File: config.mk
export PLATFORM = sky130hd
export DESIGN_NAME = ps2_device_tx
export DESIGN_NICKNAME = d
export VERILOG_FILES = /design/src/rtl/ps2_device_tx.sv
export SDC_FILE = /design/constraint.sdc
export NUM_CORES = 1
export LEC_CHECK = 0
export CAP_MARGIN = 20
export CORE_UTILIZATION = 60
export DETAILED_ROUTE_END_ITERATION = 12
export DONT_BUFFER_PORTS = 1
export GPL_ROUTABILITY_DRIVEN = 0
export PLACE_DENSITY = 0.83
export SLEW_MARGIN = 20
export SYNTH_ARGS = -nofsm -noshare
export SYNTH_HDL_FRONTEND = slang
export SYNTH_SLANG_ARGS = --single-unit
File: constraint.sdc
create_clock -name CLK -period 2.6 [get_ports CLK]
set_clock_uncertainty 0.1 [all_clocks]
set_input_delay 0.52 -clock CLK [delete_from_list [all_inputs] [get_ports CLK]]
set_output_delay 0.52 -clock CLK [all_outputs]
set_load 0.1 [all_outputs]
File: src/rtl/ps2_device_tx.sv
// Device-side PS/2 transmitter: generates the PS/2 clock and shifts out one 11-bit frame per request.
// Lines are open-drain enables; a host clock inhibit seen at the end of a high phase abandons the frame.
module ps2_device_tx #(
  parameter int HALF_PERIOD     = 1666,
  parameter int BUS_IDLE_CYCLES = 2500
) (
  input  logic       CLK,
  input  logic       RESET,
  input  logic       SEND_BYTE,
  input  logic [7:0] BYTE_TO_SEND,
  output logic       BUSY,
  output logic       BYTE_SENT,
  output logic       ABORTED,
  input  logic       CLK_MOUSE_IN,
  input  logic       DATA_MOUSE_IN,
  output logic       CLK_MOUSE_OE,
  output logic       DATA_MOUSE_OE
);

  localparam int HW = $clog2(HALF_PERIOD);
  localparam int IW = $clog2(BUS_IDLE_CYCLES + 1);

  typedef enum logic [2:0] {
    S_IDLE, S_WAIT_BUS, S_BIT_HIGH, S_BIT_LOW, S_END_HIGH, S_ABORT
  } state_t;

  state_t        state, state_nxt;
  logic [10:0]   frame, frame_nxt;
  logic [3:0]    bit_idx, bit_idx_nxt;
  logic [HW-1:0] hp_cnt, hp_cnt_nxt;
  logic [IW-1:0] idle_cnt, idle_cnt_nxt;
  logic          clk_oe_nxt, data_oe_nxt, busy_nxt, byte_sent_nxt, aborted_nxt;
  logic [1:0]    clk_sync, data_sync;
  logic          clk_s, data_s, hp_last;

  assign clk_s   = clk_sync[1];
  assign data_s  = data_sync[1];
  assign hp_last = (hp_cnt == HW'(HALF_PERIOD - 1));

  always_ff @(posedge CLK) begin
    if (RESET) begin
      state         <= S_IDLE;
      frame         <= '0;
      bit_idx       <= '0;
      hp_cnt        <= '0;
      idle_cnt      <= '0;
      CLK_MOUSE_OE  <= 1'b0;
      DATA_MOUSE_OE <= 1'b0;
      BUSY          <= 1'b0;
      BYTE_SENT     <= 1'b0;
      ABORTED       <= 1'b0;
      clk_sync      <= '0;
      data_sync     <= '0;
    end else begin
      state         <= state_nxt;
      frame         <= frame_nxt;
      bit_idx       <= bit_idx_nxt;
      hp_cnt        <= hp_cnt_nxt;
      idle_cnt      <= idle_cnt_nxt;
      CLK_MOUSE_OE  <= clk_oe_nxt;
      DATA_MOUSE_OE <= data_oe_nxt;
      BUSY          <= busy_nxt;
      BYTE_SENT     <= byte_sent_nxt;
      ABORTED       <= aborted_nxt;
      clk_sync      <= {clk_sync[0], CLK_MOUSE_IN};
      data_sync     <= {data_sync[0], DATA_MOUSE_IN};
    end
  end

  always_comb begin
    state_nxt     = state;
    frame_nxt     = frame;
    bit_idx_nxt   = bit_idx;
    hp_cnt_nxt    = hp_cnt;
    idle_cnt_nxt  = idle_cnt;
    clk_oe_nxt    = CLK_MOUSE_OE;
    data_oe_nxt   = DATA_MOUSE_OE;
    busy_nxt      = BUSY;
    byte_sent_nxt = 1'b0;
    aborted_nxt   = 1'b0;

    case (state)
      S_IDLE: begin
        if (SEND_BYTE) begin
          frame_nxt    = {1'b1, ~^BYTE_TO_SEND, BYTE_TO_SEND, 1'b0};
          busy_nxt     = 1'b1;
          idle_cnt_nxt = '0;
          state_nxt    = S_WAIT_BUS;
        end
      end
      S_WAIT_BUS: begin
        if (clk_s && data_s) begin
          if (idle_cnt == IW'(BUS_IDLE_CYCLES - 1)) begin
            bit_idx_nxt = '0;
            hp_cnt_nxt  = '0;
            data_oe_nxt = ~frame[0];
            state_nxt   = S_BIT_HIGH;
          end else begin
            idle_cnt_nxt = idle_cnt + 1'b1;
          end
        end else begin
          idle_cnt_nxt = '0;
        end
      end
      S_BIT_HIGH: begin
        if (hp_last) begin
          hp_cnt_nxt = '0;
          // Clock still low after our release means the host is inhibiting.
          if (!clk_s) begin
            clk_oe_nxt  = 1'b0;
            data_oe_nxt = 1'b0;
            aborted_nxt = 1'b1;
            busy_nxt    = 1'b0;
            state_nxt   = S_ABORT;
          end else begin
            clk_oe_nxt = 1'b1;
            state_nxt  = S_BIT_LOW;
          end
        end else begin
          hp_cnt_nxt = hp_cnt + 1'b1;
        end
      end
      S_BIT_LOW: begin
        if (hp_last) begin
          hp_cnt_nxt = '0;
          clk_oe_nxt = 1'b0;
          if (bit_idx == 4'd10) begin
            data_oe_nxt = 1'b0;
            state_nxt   = S_END_HIGH;
          end else begin
            bit_idx_nxt = bit_idx + 4'd1;
            data_oe_nxt = ~frame[bit_idx + 4'd1];
            state_nxt   = S_BIT_HIGH;
          end
        end else begin
          hp_cnt_nxt = hp_cnt + 1'b1;
        end
      end
      S_END_HIGH: begin
        if (hp_last) begin
          hp_cnt_nxt    = '0;
          byte_sent_nxt = 1'b1;
          busy_nxt      = 1'b0;
          state_nxt     = S_IDLE;
        end else begin
          hp_cnt_nxt = hp_cnt + 1'b1;
        end
      end
      S_ABORT: begin
        state_nxt = S_IDLE;
      end
      default: begin
        state_nxt = S_IDLE;
      end
    endcase
  end

endmodule

Word-level counts from Yosys, hierarchy flattened
Cells that the tools add are included.

Add/sub/neg operators: 3. Magnitude comparators: 1. Equal/unequal tests: 16. Multiplexer cells: 39. Bitwise logic cells: 4. Reductions and logical operators: 20.

Operators by type and width (number): 12-bit two-way mux (3); 11-bit two-way mux (3); 3-bit two-way mux (8); 12-bit one-hot mux with 2 select lines (1); 11-bit one-hot mux with 2 select lines (1); 4-bit two-way mux (4); 2-bit inequality test, second input constant (8); 3-bit one-hot mux with 5 select lines (1); 1-bit two-way mux (13); 12-bit by 1-bit adder with 12-bit output, second input constant (1); 12-bit equality test, second input constant (1); 6-bit AND reduction (2); 11-bit by 1-bit adder with 11-bit output, second input constant (1); 11-bit equality test, second input constant (1); 5-bit AND reduction (2); 3-bit AND reduction (3); 4-bit one-hot mux with 2 select lines (1); 2-bit nonzero test (4); 8-bit XNOR reduction (1); 3-bit by 2-bit equality test with 1-bit output, second input constant (2); 1-bit one-hot mux with 3 select lines (2); 3-bit nonzero test (2); 3-bit OR reduction (2); 4-bit by 5-bit less-than comparator with 1-bit output, second input constant (1); other kinds (12) (15).

Flip-flop bits (word level): 49. Input port bits: 13. Output and inout bits: 5. Logic and storage cells: 95.

Depth between registers and ports, before layout
Gate-level depths: netlist (run 1).

Depth after elaboration: 7. Mapped depth: 8. Gate-level depth less buffers: 7.

Worst setup path after synthesis (run 1)
OpenSTA, ideal clock, no wires.

Kind: register to register. Start: register hp_cnt[0]. End: register bit_idx[1]. Library setup time: 0.128 ns. Data arrival time: 2.058 ns. Required time: 2.372 ns. Path slack: 0.314 ns. Cell stages (with the launch flop): 8. Buffers on the path: 1. Period minus slack after synthesis: 2.286 ns. Cell sequence: dfxtp_1 -> ha_1 -> or4b_4 -> or3_1 -> buf_6 -> o32ai_4 -> mux2i_1 -> nor2_1.

Cells in the longest elaborated chain, start to end: 3.

RTL lines: start: declaration (line 30) `logic [HW-1:0] hp_cnt, hp_cnt_nxt;`; start signal: assignment (line 58) `hp_cnt <= hp_cnt_nxt;`; 11-bit equality test (line 38) `assign hp_last = (hp_cnt == HW'(HALF_PERIOD - 1));`; 2-bit inequality test (no source line); 5-bit AND reduction (no source line); end signal: assignment (line 57) `bit_idx <= bit_idx_nxt;`; end: declaration (line 29) `logic [3:0] bit_idx, bit_idx_nxt;`.

No other way between the ends. A chain may end at the register's enable or synchronous reset.

Final worst setup path (run 1)
Same ends and word-level chain as after synthesis.

==> results of run 1 <==
==> final cells by class <==
cell class	instances	area (sq um)
multi-input cells	234	1450
clock buffers	7	86.3
fillers	338	1270
inverters	5	18.8
flip-flops and latches	49	981
clock inverters	1	30.0
repair buffers	13	97.6
well taps	50	62.6
==> stage by stage <==
step	cell area (sq um)	power, mW
final	2730	1.56
after global routing	2730	1.62
after CTS	2730	1.56
after detailed placement	2610	1.01
after global placement	2610	1.01
after floorplan	2500	0.974
==> routing by layer <==
layer	up-vias	global-route usage, %
li1	1103	-
met1	1036	35.0
met2	59	40.8
met3	11	6.16
met4	0	9.84
met5	-	0
==> worst min-delay path by stage <==
| stage | to | cells past startpoint | from |
|---|---|---|---|
| 5_1_grt | state[2] | 1 | RESET |
| 3_3_place_gp | clk_sync[1] | 1 | clk_sync[0] |
| 6_report | hp_cnt[5] | 1 | RESET |
| 2_1_floorplan | clk_sync[1] | 1 | clk_sync[0] |
| 4_1_cts | hp_cnt[5] | 1 | RESET |
| 3_5_place_dp | frame[3] | 2 | frame[3] |
==> power groups by stage <==
| stage | Combinational (mW) | Clock (mW) | Sequential [mW] |
|---|---|---|---|
| 6_report | 0.197 | 0.559 | 0.803 |
| 5_1_grt | 0.218 | 0.593 | 0.808 |
| 4_1_cts | 0.196 | 0.565 | 0.802 |
| 3_5_place_dp | 0.195 | 0 | 0.819 |
| 3_3_place_gp | 0.191 | 0 | 0.818 |
| 2_1_floorplan | 0.140 | 0 | 0.835 |
==> Yosys cell counts (6+ instances only) <==
master    instances  share of area [%]
clkbuf_1         10                1.5
mux2i_1           6                2.4
o21ai_0          12                2.4
dfxtp_1          49                 39
a21oi_1          32                6.4
xnor2_1           9                3.1
nor2_1           36                5.4
a211oi_1          6                1.8
nor3_1            8                1.6
or3_1             7                1.7
nand2_1          30                4.5
nand3_1          11                2.2
==> worst reg2reg max path, cell delays in order, from the launching register on <==
cell	delay [ns]
dfxtp_1	0.43
ha_1	0.18
or4b_4	0.47
or3_1	0.49
o32ai_4	0.39
mux2i_1	0.24
nor2_1	0.05
==> flip-flops by register name, summed over array words and instances, names as in the netlist <==
register,cells
BUSY,1
data_sync,2
DATA_MOUSE_OE,1
clk_sync,2
bit_idx,4
state,3
CLK_MOUSE_OE,1
ABORTED,1
BYTE_SENT,1
frame,10
idle_cnt,12
hp_cnt,11
==> kinds of logic after synthesis <==
group,after synthesis,synth area share (%)
DFF,49,39.2
xor gates and xnor gates,14,4.90
adders and majority gates,5,2.50
and+or+nand+nor,134,28.2
buffers and inverters,18,3.00
muxes,7,3.30
AOI/OAI and AO/OA,74,19.0
==> summary.txt, run 1 <==
Setup path
  – Worst Setup Start Kind: flip-flop
  – Element type at the critical path end: flip-flop
  – CP Max Fanout: 6
  – Slowest stage delay, CP: 0.48 ns
  – RR Endpoint: bit_idx[1]
  – Worst EP required: 2.70 ns
  – Bufs and invs on worst path: 0
  – CP Cell Sequence: ha_1 -> or4b_4 -> or3_1 -> o32ai_4 -> mux2i_1 -> nor2_1
  – Kind of critical path: reg2reg
  – Critical R2R Launch: hp_cnt[0]
  – Critical path origin: hp_cnt[0]
  – Worst path top cell family by delay: simple AND/OR/NAND/NOR gates
  – R2R depth: 6
  – CP Capture Point: bit_idx[1]
  – Crit-path slowest cell: or3_1
  – WP data arrival: 2.55 ns
  – Flop2flop setup slack: 0.15 ns
  – Critical Path Stages: 6

Run
  – Max Cap Viol: 0

Floorplanning
  – Total die area: 4440 sq um
  – Initial Utilization: 62.6%
  – Ports: 18
  – Rows: 23
  – Die W: 66.6 microns
  – Die Ht: 66.6 microns
  – CORE AREA: 4000 sq um

Worst hold path
  – Hold WC Path Type: in2reg

Clocking
  – Post-CTS Resized: 0
  – Hold Buf Count CTS: 0
  – Total CTS buffers: 5
  – Clock Latency Late Sink: 0.30 ns
  – Max clock buf depth: 2
  – H-tree depth: 2
  – CTS clk-pin slew, worst paths: 0.09 ns
  – CTS sink cnt: 49
  – Clk root buf: clkbuf_8
  – Post-CTS Setup Repair Bufs: 0
  – CTS tree: done

STA
  – Worst-Margin Slew: 0.464 ns
  – Max Transition Viols Final: 0
  – Final hold violations: 0
  – Setup TNS: 0 ns
  – Max_slew headroom: 69.0%
  – Fmax: 409 MHz
  – Setup repair after global routing missed its margin: no
  – Final Cycle Share: 94.1%
  – # setup viols final: 0
  – Worst Slack Setup Final: 0.154 ns
  – Min Tclk post-route: 2.45 ns
  – Hold WS: 0.176 ns

Synthesis
  – Mapped Nets: 319
  – Mean Syn Cell Area: 8.32 sq um
  – Synth warnings: 0
  – Syn Inst Count: 301
  – Ys async rst share: 0%
  – #FFs+latches synth: 49
  – Netlist cell types: 53
  – Primary FF master, synth: dfxtp_1
  – Synthesized area: 2500 sq um
  – EDFF count, synth: 0
  – Sequential area share after synthesis: 39.2%

Pwr
  – Sw Pwr: 393 uW
  – Sw Ratio: 25.2%
  – Peak VDD IR: 455 uV
  – Combinational Power Share: 12.6%
  – Clk pwr share: 35.9%
  – Lkg Pwr: 0.942 nW
  – Pint: 1.17 mW
  – Sequential Power Share: 51.5%
  – PwrDens: 572 nW/um^2

Detailed routing
  – M1 WL: 2.53 mm
  – Via-to-Cell Ratio: 6.15
  – First-pass detailed-route iteration total: 4
  – Iteration-0 DRC Markers: 158
  – # DRC: 0
  – Wire length on met2: 2.45 mm
  – Routed WL per cell: 14.8 microns
  – Max Used Layer: met4
  – Total Wirelength: 5.33 mm
  – Met3 WL: 267 microns
  – Final ANT Viol Nets: 0
  – Via count: 2209

GRT
  – First-pass GRT wire length: 8.87 mm
  – GRT overflow: 0
  – Initial antenna violation count: 0
  – Largest net degree at the start of global routing: 38
  – GRT Overall Usage: 26.3%
  – Vias in the first global route: 1993

Placement
  – DP Worst Slack: 0.170 ns
  – DP HPWL: 3.77 mm
  – Port Buf Inserts: 0
  – Inst Count DP: 351

Cells and area
  – Final Core Density: 68.1%
  – Area growth, synth to finish: 8.79%
  – Share of layout cells above drive strength 1: 9.06%
  – N_diodes: 0
  – Final Instance Count excl. Fillers: 359
  – Layout net count: 326
  – Most frequent cells in the layout: dfxtp_1, nor2_1, a21oi_1
  – Leading cell type in the layout, fill and taps excluded: dfxtp_1

Run status
  – Status: completed
(Power assumes the default switching activity.)
==> run 2: changes to the inputs <==
--- a/config.mk
+++ b/config.mk
@@ -6,11 +6,11 @@
 export NUM_CORES = 1
 export LEC_CHECK = 0
 export CAP_MARGIN = 20
-export CORE_UTILIZATION = 60
+export CORE_UTILIZATION = 45
 export DETAILED_ROUTE_END_ITERATION = 12
 export DONT_BUFFER_PORTS = 1
 export GPL_ROUTABILITY_DRIVEN = 0
-export PLACE_DENSITY = 0.83
+export PLACE_DENSITY = 0.67
 export SLEW_MARGIN = 20
 export SYNTH_ARGS = -nofsm -noshare
 export SYNTH_HDL_FRONTEND = slang
==> summary.txt, run 2 (same netlist as run 1, synthesis figures left out) <==
Clocking
  – CTS tree: done
  – Total CTS buffers: 5 (unchanged)
  – H-tree depth: 2 (unchanged)
  – Clock Latency Late Sink: 0.31 ns (about the same)
  – CTS sink cnt: 49 (unchanged)
  – Clk root buf: clkbuf_8
  – CTS clk-pin slew, worst paths: 0.10 ns (about the same)
  – Hold Buf Count CTS: 0 (unchanged)
  – Max clock buf depth: 2 (unchanged)
  – Post-CTS Setup Repair Bufs: 0 (unchanged)

Floorplanning
  – Ports: 18 (unchanged)
  – Rows: 26 (+13%)
  – Total die area: 5870 sq um (+32%)
  – Die W: 76.6 microns (+15%)
  – Die Ht: 76.6 microns (+15%)
  – CORE AREA: 5240 sq um (+31%)
  – Initial Utilization: 47.8% (-15 points)

Pwr
  – Sequential Power Share: 54.1% (+2.6 points)
  – Clk pwr share: 32.8% (-3.1 points)
  – Pint: 1.07 mW (-7.9%)
  – Peak VDD IR: 423 uV (-7.0%)
  – Lkg Pwr: 0.939 nW (-0.35%)
  – Sw Ratio: 27.7% (+2.5 points)
  – PwrDens: 540 nW/um^2 (-5.5%)
  – Sw Pwr: 411 uW (+4.6%)
  – Combinational Power Share: 13.2% (+0.6 points)

GRT
  – Largest net degree at the start of global routing: 38 (unchanged)
  – First-pass GRT wire length: 9.25 mm (+4.3%)
  – GRT Overall Usage: 19.4% (-6.9 points)
  – Initial antenna violation count: 0 (unchanged)
  – Vias in the first global route: 1961 (-1.6%)
  – GRT overflow: 0 (unchanged)

Cells and area
  – Area growth, synth to finish: 9.64%
  – Share of layout cells above drive strength 1: 10.0% (+0.97 points)
  – N_diodes: 0 (unchanged)
  – Register name with the most flops: idle_cnt
  – Layout net count: 326 (unchanged)
  – Most frequent cells in the layout: dfxtp_1, nor2_1, a21oi_1
  – Leading cell type in the layout, fill and taps excluded: dfxtp_1
  – Sequential cell area: 981 sq um (unchanged)
  – Top Registers: idle_cnt: 12 flops, hp_cnt: 11 flops, frame: 10 flops
  – Area of the multi-input gates: 1460 sq um (+0.86%)
  – # fillers: 503 (+49%)
  – Largest register FFs: 12 (unchanged)

STA
  – Fmax: 422 MHz (+3.2%)
  – Max Transition Viols Final: 0 (unchanged)
  – Setup repair after global routing missed its margin: no
  – Worst-Margin Slew: 0.491 ns (+0.0269 ns)
  – Final hold violations: 0 (unchanged)
  – Hold WS: 0.174 ns (-0.00199 ns)
  – Final Cycle Share: 91.2% (-2.9 points)
  – Setup TNS: 0 ns (unchanged)
  – Min Tclk post-route: 2.37 ns (-0.0755 ns)
  – # setup viols final: 0 (unchanged)
  – Max_slew headroom: 67.2% (-1.8 points)

Setup path
  – Bufs and invs on worst path: 0 (unchanged)
  – WP data arrival: 2.47 ns (-0.08 ns)
  – CP Cell Sequence: ha_1 -> or4b_4 -> or3_4 -> o32ai_4 -> mux2i_1 -> nor2_1
  – Element type at the critical path end: flip-flop
  – Worst Setup Start Kind: flip-flop
  – Worst path top cell family by delay: simple AND/OR/NAND/NOR gates
  – Slowest stage delay, CP: 0.48 ns (about the same)
  – Crit-path slowest cell: or4b_4
  – Worst EP required: 2.70 ns (about the same)
  – Kind of critical path: reg2reg
  – CP Max Fanout: 6 (unchanged)

Placement
  – DP HPWL: 3.79 mm (+0.63%)
  – Port Buf Inserts: 0 (unchanged)

Detailed routing
  – Final ANT Viol Nets: 0 (unchanged)
  – Routed WL per cell: 13.9 microns (-6.3%)
  – Iteration-0 DRC Markers: 195 (+23%)
  – First-pass detailed-route iteration total: 4 (unchanged)
  – Via-to-Cell Ratio: 5.73 (-6.9%)
  – # DRC: 0 (unchanged)
  – Via count: 2170 (-1.8%)
  – Total Wirelength: 5.27 mm (-1.1%)

Worst hold path
  – Hold WC Path Type: in2reg

Run
  – Max Cap Viol: 0 (unchanged)

Run status
  – Status: completed
run 2: area by class of cell:
type	count	share of cell area [%]
Multi-Input combinational cell	234	53.2
Tap cell	70	3.19
Timing Repair Buffer	13	3.55
Clock buffer	6	3.01
Clock inverter	2	0.638
Inverter	5	0.683
Sequential cell	49	35.7
run 2: worst register-to-register path: stages (launching register included):
cell,delay [ns]
dfxtp_1,0.42
ha_1,0.17
or4b_4,0.48
or3_4,0.43
o32ai_4,0.37
mux2i_1,0.25
nor2_1,0.06
run 2: through the flow:
step           cell area, sq um  cells  worst slack [ns]  power, mW  util (%)
6_report                   2750    379             0.230       1.48      52.4
5_1_grt                    2750    379            0.0576       1.55      52.4
4_1_cts                    2730    379             0.156       1.50      52.2
3_5_place_dp               2630    371             0.169       1.01      50.3
3_3_place_gp               2630    371             0.260       1.01      50.3
2_1_floorplan              2500    301             0.314      0.974         -
run 2: metal layers:
layer	up-vias	track usage (%)	wire (microns)	part of all wire, %
li1	1108	-	-	-
met1	984	27.3	2580	49
met2	67	28.4	2280	43
met3	11	4.43	323	6.1
met4	0	7.88	91	1.7
met5	-	0	0	0
run 2: power by group through the flow:
stage / logic, mW / registers, mW / clock network [mW]
after global placement: 0.192 / 0.820 / 0
final: 0.196 / 0.803 / 0.486
after global routing: 0.219 / 0.807 / 0.529
after CTS: 0.194 / 0.802 / 0.503
after floorplan: 0.140 / 0.835 / 0
after detailed placement: 0.193 / 0.820 / 0
run 2: timing repair:
item	CTS	global route
hold endpoints to repair	0	0
endpoints found under the setup margin	0	2
resized for setup	0	2
run 2: worst paths after layout:
kind,startpoint,to,slack (ns),cells past startpoint
max,hp_cnt[0],bit_idx[3],0.23,6
min,RESET,frame[4],0.17,1
max reg2reg,hp_cnt[0],bit_idx[3],0.23,6
min reg2reg,data_sync[0],data_sync[1],0.34,1
==> run 3: changes to the inputs <==
--- a/config.mk
+++ b/config.mk
@@ -5,12 +5,13 @@
 export SDC_FILE = /design/constraint.sdc
 export NUM_CORES = 1
 export LEC_CHECK = 0
+export ABC_CLOCK_PERIOD_IN_PS = 2600
+export BUFFER_PORTS_ARGS = -buffer_cell sky130_fd_sc_hd__buf_2
 export CAP_MARGIN = 20
 export CORE_UTILIZATION = 45
 export DETAILED_ROUTE_END_ITERATION = 12
-export DONT_BUFFER_PORTS = 1
 export GPL_ROUTABILITY_DRIVEN = 0
-export PLACE_DENSITY = 0.67
+export PLACE_DENSITY = 0.69
 export SLEW_MARGIN = 20
 export SYNTH_ARGS = -nofsm -noshare
 export SYNTH_HDL_FRONTEND = slang
==> summary.txt, run 3 (same netlist as run 1, synthesis figures left out) <==
Cells and area
  – Leading cell type in the layout, fill and taps excluded: dfxtp_1
  – Top Registers: idle_cnt: 12 flops, hp_cnt: 11 flops, frame: 10 flops
  – Final Instance Count excl. Fillers: 391 (+3.2%)
  – Area of the multi-input gates: 1450 sq um (-0.86%)
  – Share of layout cells above drive strength 1: 11.8% (+1.8 points)
  – Area growth, synth to finish: 10.2%
  – Final Cell Area: 2760 sq um (+0.55%)
  – Most frequent cells in the layout: dfxtp_1, nor2_1, a21oi_1
  – N_diodes: 0 (unchanged)
  – Sequential cell area: 981 sq um (unchanged)
  – Layout net count: 338 (+3.7%)
  – Final Core Density: 52.7% (+0.29 points)
  – # fillers: 489 (-2.8%)
  – Register name with the most flops: idle_cnt
  – Largest register FFs: 12 (unchanged)

Floorplanning
  – Initial Utilization: 47.8% (unchanged)
  – Die W: 76.6 microns (unchanged)
  – Rows: 26 (unchanged)
  – CORE AREA: 5240 sq um (unchanged)
  – Die Ht: 76.6 microns (unchanged)
  – Ports: 18 (unchanged)
  – Total die area: 5870 sq um (unchanged)

Placement
  – Port Buf Inserts: 17 (+17)
  – Inst Count DP: 383 (+3.2%)
  – DP HPWL: 3.89 mm (+2.6%)
  – Placed cell areas: 2680 sq um (+1.8%)
  – DP Worst Slack: 0.248 ns (+0.0786 ns)

Clocking
  – Clock Latency Late Sink: 0.29 ns (-0.02 ns)
  – Total CTS buffers: 5 (unchanged)
  – CTS sink cnt: 49 (unchanged)
  – Max clock buf depth: 2 (unchanged)
  – Clk root buf: clkbuf_8
  – H-tree depth: 2 (unchanged)
  – CTS clk-pin slew, worst paths: 0.08 ns (-0.02 ns)
  – Post-CTS Resized: 0 (unchanged)
  – CTS tree: done
  – Hold Buf Count CTS: 0 (unchanged)
  – Post-CTS Setup Repair Bufs: 0 (unchanged)

Run status
  – Status: completed

Detailed routing
  – Via count: 2210 (+1.8%)
  – Routed WL per cell: 13.4 microns (-3.5%)
  – Via-to-Cell Ratio: 5.65 (-1.3%)
  – Final ANT Viol Nets: 0 (unchanged)
  – # DRC: 0 (unchanged)
  – First-pass detailed-route iteration total: 4 (unchanged)
  – Total Wirelength: 5.25 mm (-0.40%)
  – Iteration-0 DRC Markers: 176 (-9.7%)

GRT
  – Initial antenna violation count: 0 (unchanged)
  – GRT overflow: 0 (unchanged)
  – Largest net degree at the start of global routing: 21 (-45%)
  – Vias in the first global route: 1948 (-0.66%)
  – First-pass GRT wire length: 9.17 mm (-0.89%)
  – GRT Overall Usage: 19.2% (-0.22 points)

STA
  – Setup TNS: 0 ns (unchanged)
  – Final hold violations: 0 (unchanged)
  – Final Cycle Share: 91.1% (about the same)
  – Setup repair after global routing missed its margin: no
  – # setup viols final: 0 (unchanged)
  – Max_slew headroom: 67.2% (about the same)
  – Max Transition Viols Final: 0 (unchanged)
  – Hold WS: 0.338 ns (+0.164 ns)
  – Fmax: 422 MHz (about the same)
  – Worst Slack Setup Final: 0.232 ns (+0.00234 ns)
  – Min Tclk post-route: 2.37 ns (-0.00234 ns)
  – Worst-Margin Slew: 0.495 ns (+0.00471 ns)

Pwr
  – Peak VDD IR: 364 uV (-14%)
  – Total power: 1.44 mW (-3.0%)
  – PwrDens: 521 nW/um^2 (-3.6%)
  – Lkg Pwr: 0.969 nW (+3.2%)

Setup path
  – Kind of critical path: reg2reg
  – Element type at the critical path end: flip-flop
  – CP Max Fanout: 8 (+2)
  – Worst Setup Start Kind: flip-flop
  – WP data arrival: 2.45 ns (-0.02 ns)
  – Worst EP required: 2.68 ns (-0.02 ns)

Worst hold path
  – Hold WC Path Type: in2reg

Run
  – Max Cap Viol: 0 (unchanged)
-- run 3: cell count changes in the layout (fill, tap and decap cells not counted), sizes merged --
cell | previous run | this run
buf | 13 | 25
clkbuf | 6 | 8
clkinv | 1 | 0
inv | 6 | 5
-- run 3: where the power goes --
part           switching, mW  internal [mW]  leakage, nW
Clock                  0.235          0.192       0.0395
Combinational          0.133         0.0779        0.531
Sequential            0.0253          0.777        0.398
-- run 3: final cells by class --
class | count | share of cell area [%]
Inverter | 5 | 0.680
Clock buffer | 8 | 2.90
Sequential cell | 49 | 35.5
Tap cell | 70 | 3.17
Timing Repair Buffer | 25 | 5.26
Multi-Input combinational cell | 234 | 52.5
-- run 3: critical path: stages (launching register included) --
cell	delay, ns
dfxtp_1	0.49
inv_1	0.13
ha_1	0.41
mux2i_1	0.15
o21ai_0	0.13
or4bb_1	0.48
a311oi_1	0.29
nor3_1	0.07
-- run 3: worst paths after layout --
check,startpoint,end,slack [ns],cells after the start
max,bit_idx[0],DATA_MOUSE_OE,0.23,7
min,CLK_MOUSE_IN,clk_sync[0],0.34,2
max reg2reg,bit_idx[0],DATA_MOUSE_OE,0.23,7
min reg2reg,clk_sync[0],clk_sync[1],0.34,1
-- run 3: metal layers --
metal	share of wire, %	track usage [%]	vias up
met3	4.2	3.23	5
met4	1.2	7.50	0
met2	45	28.6	62
met1	50	27.3	1016
met5	0	0	-
li1	-	-	1127
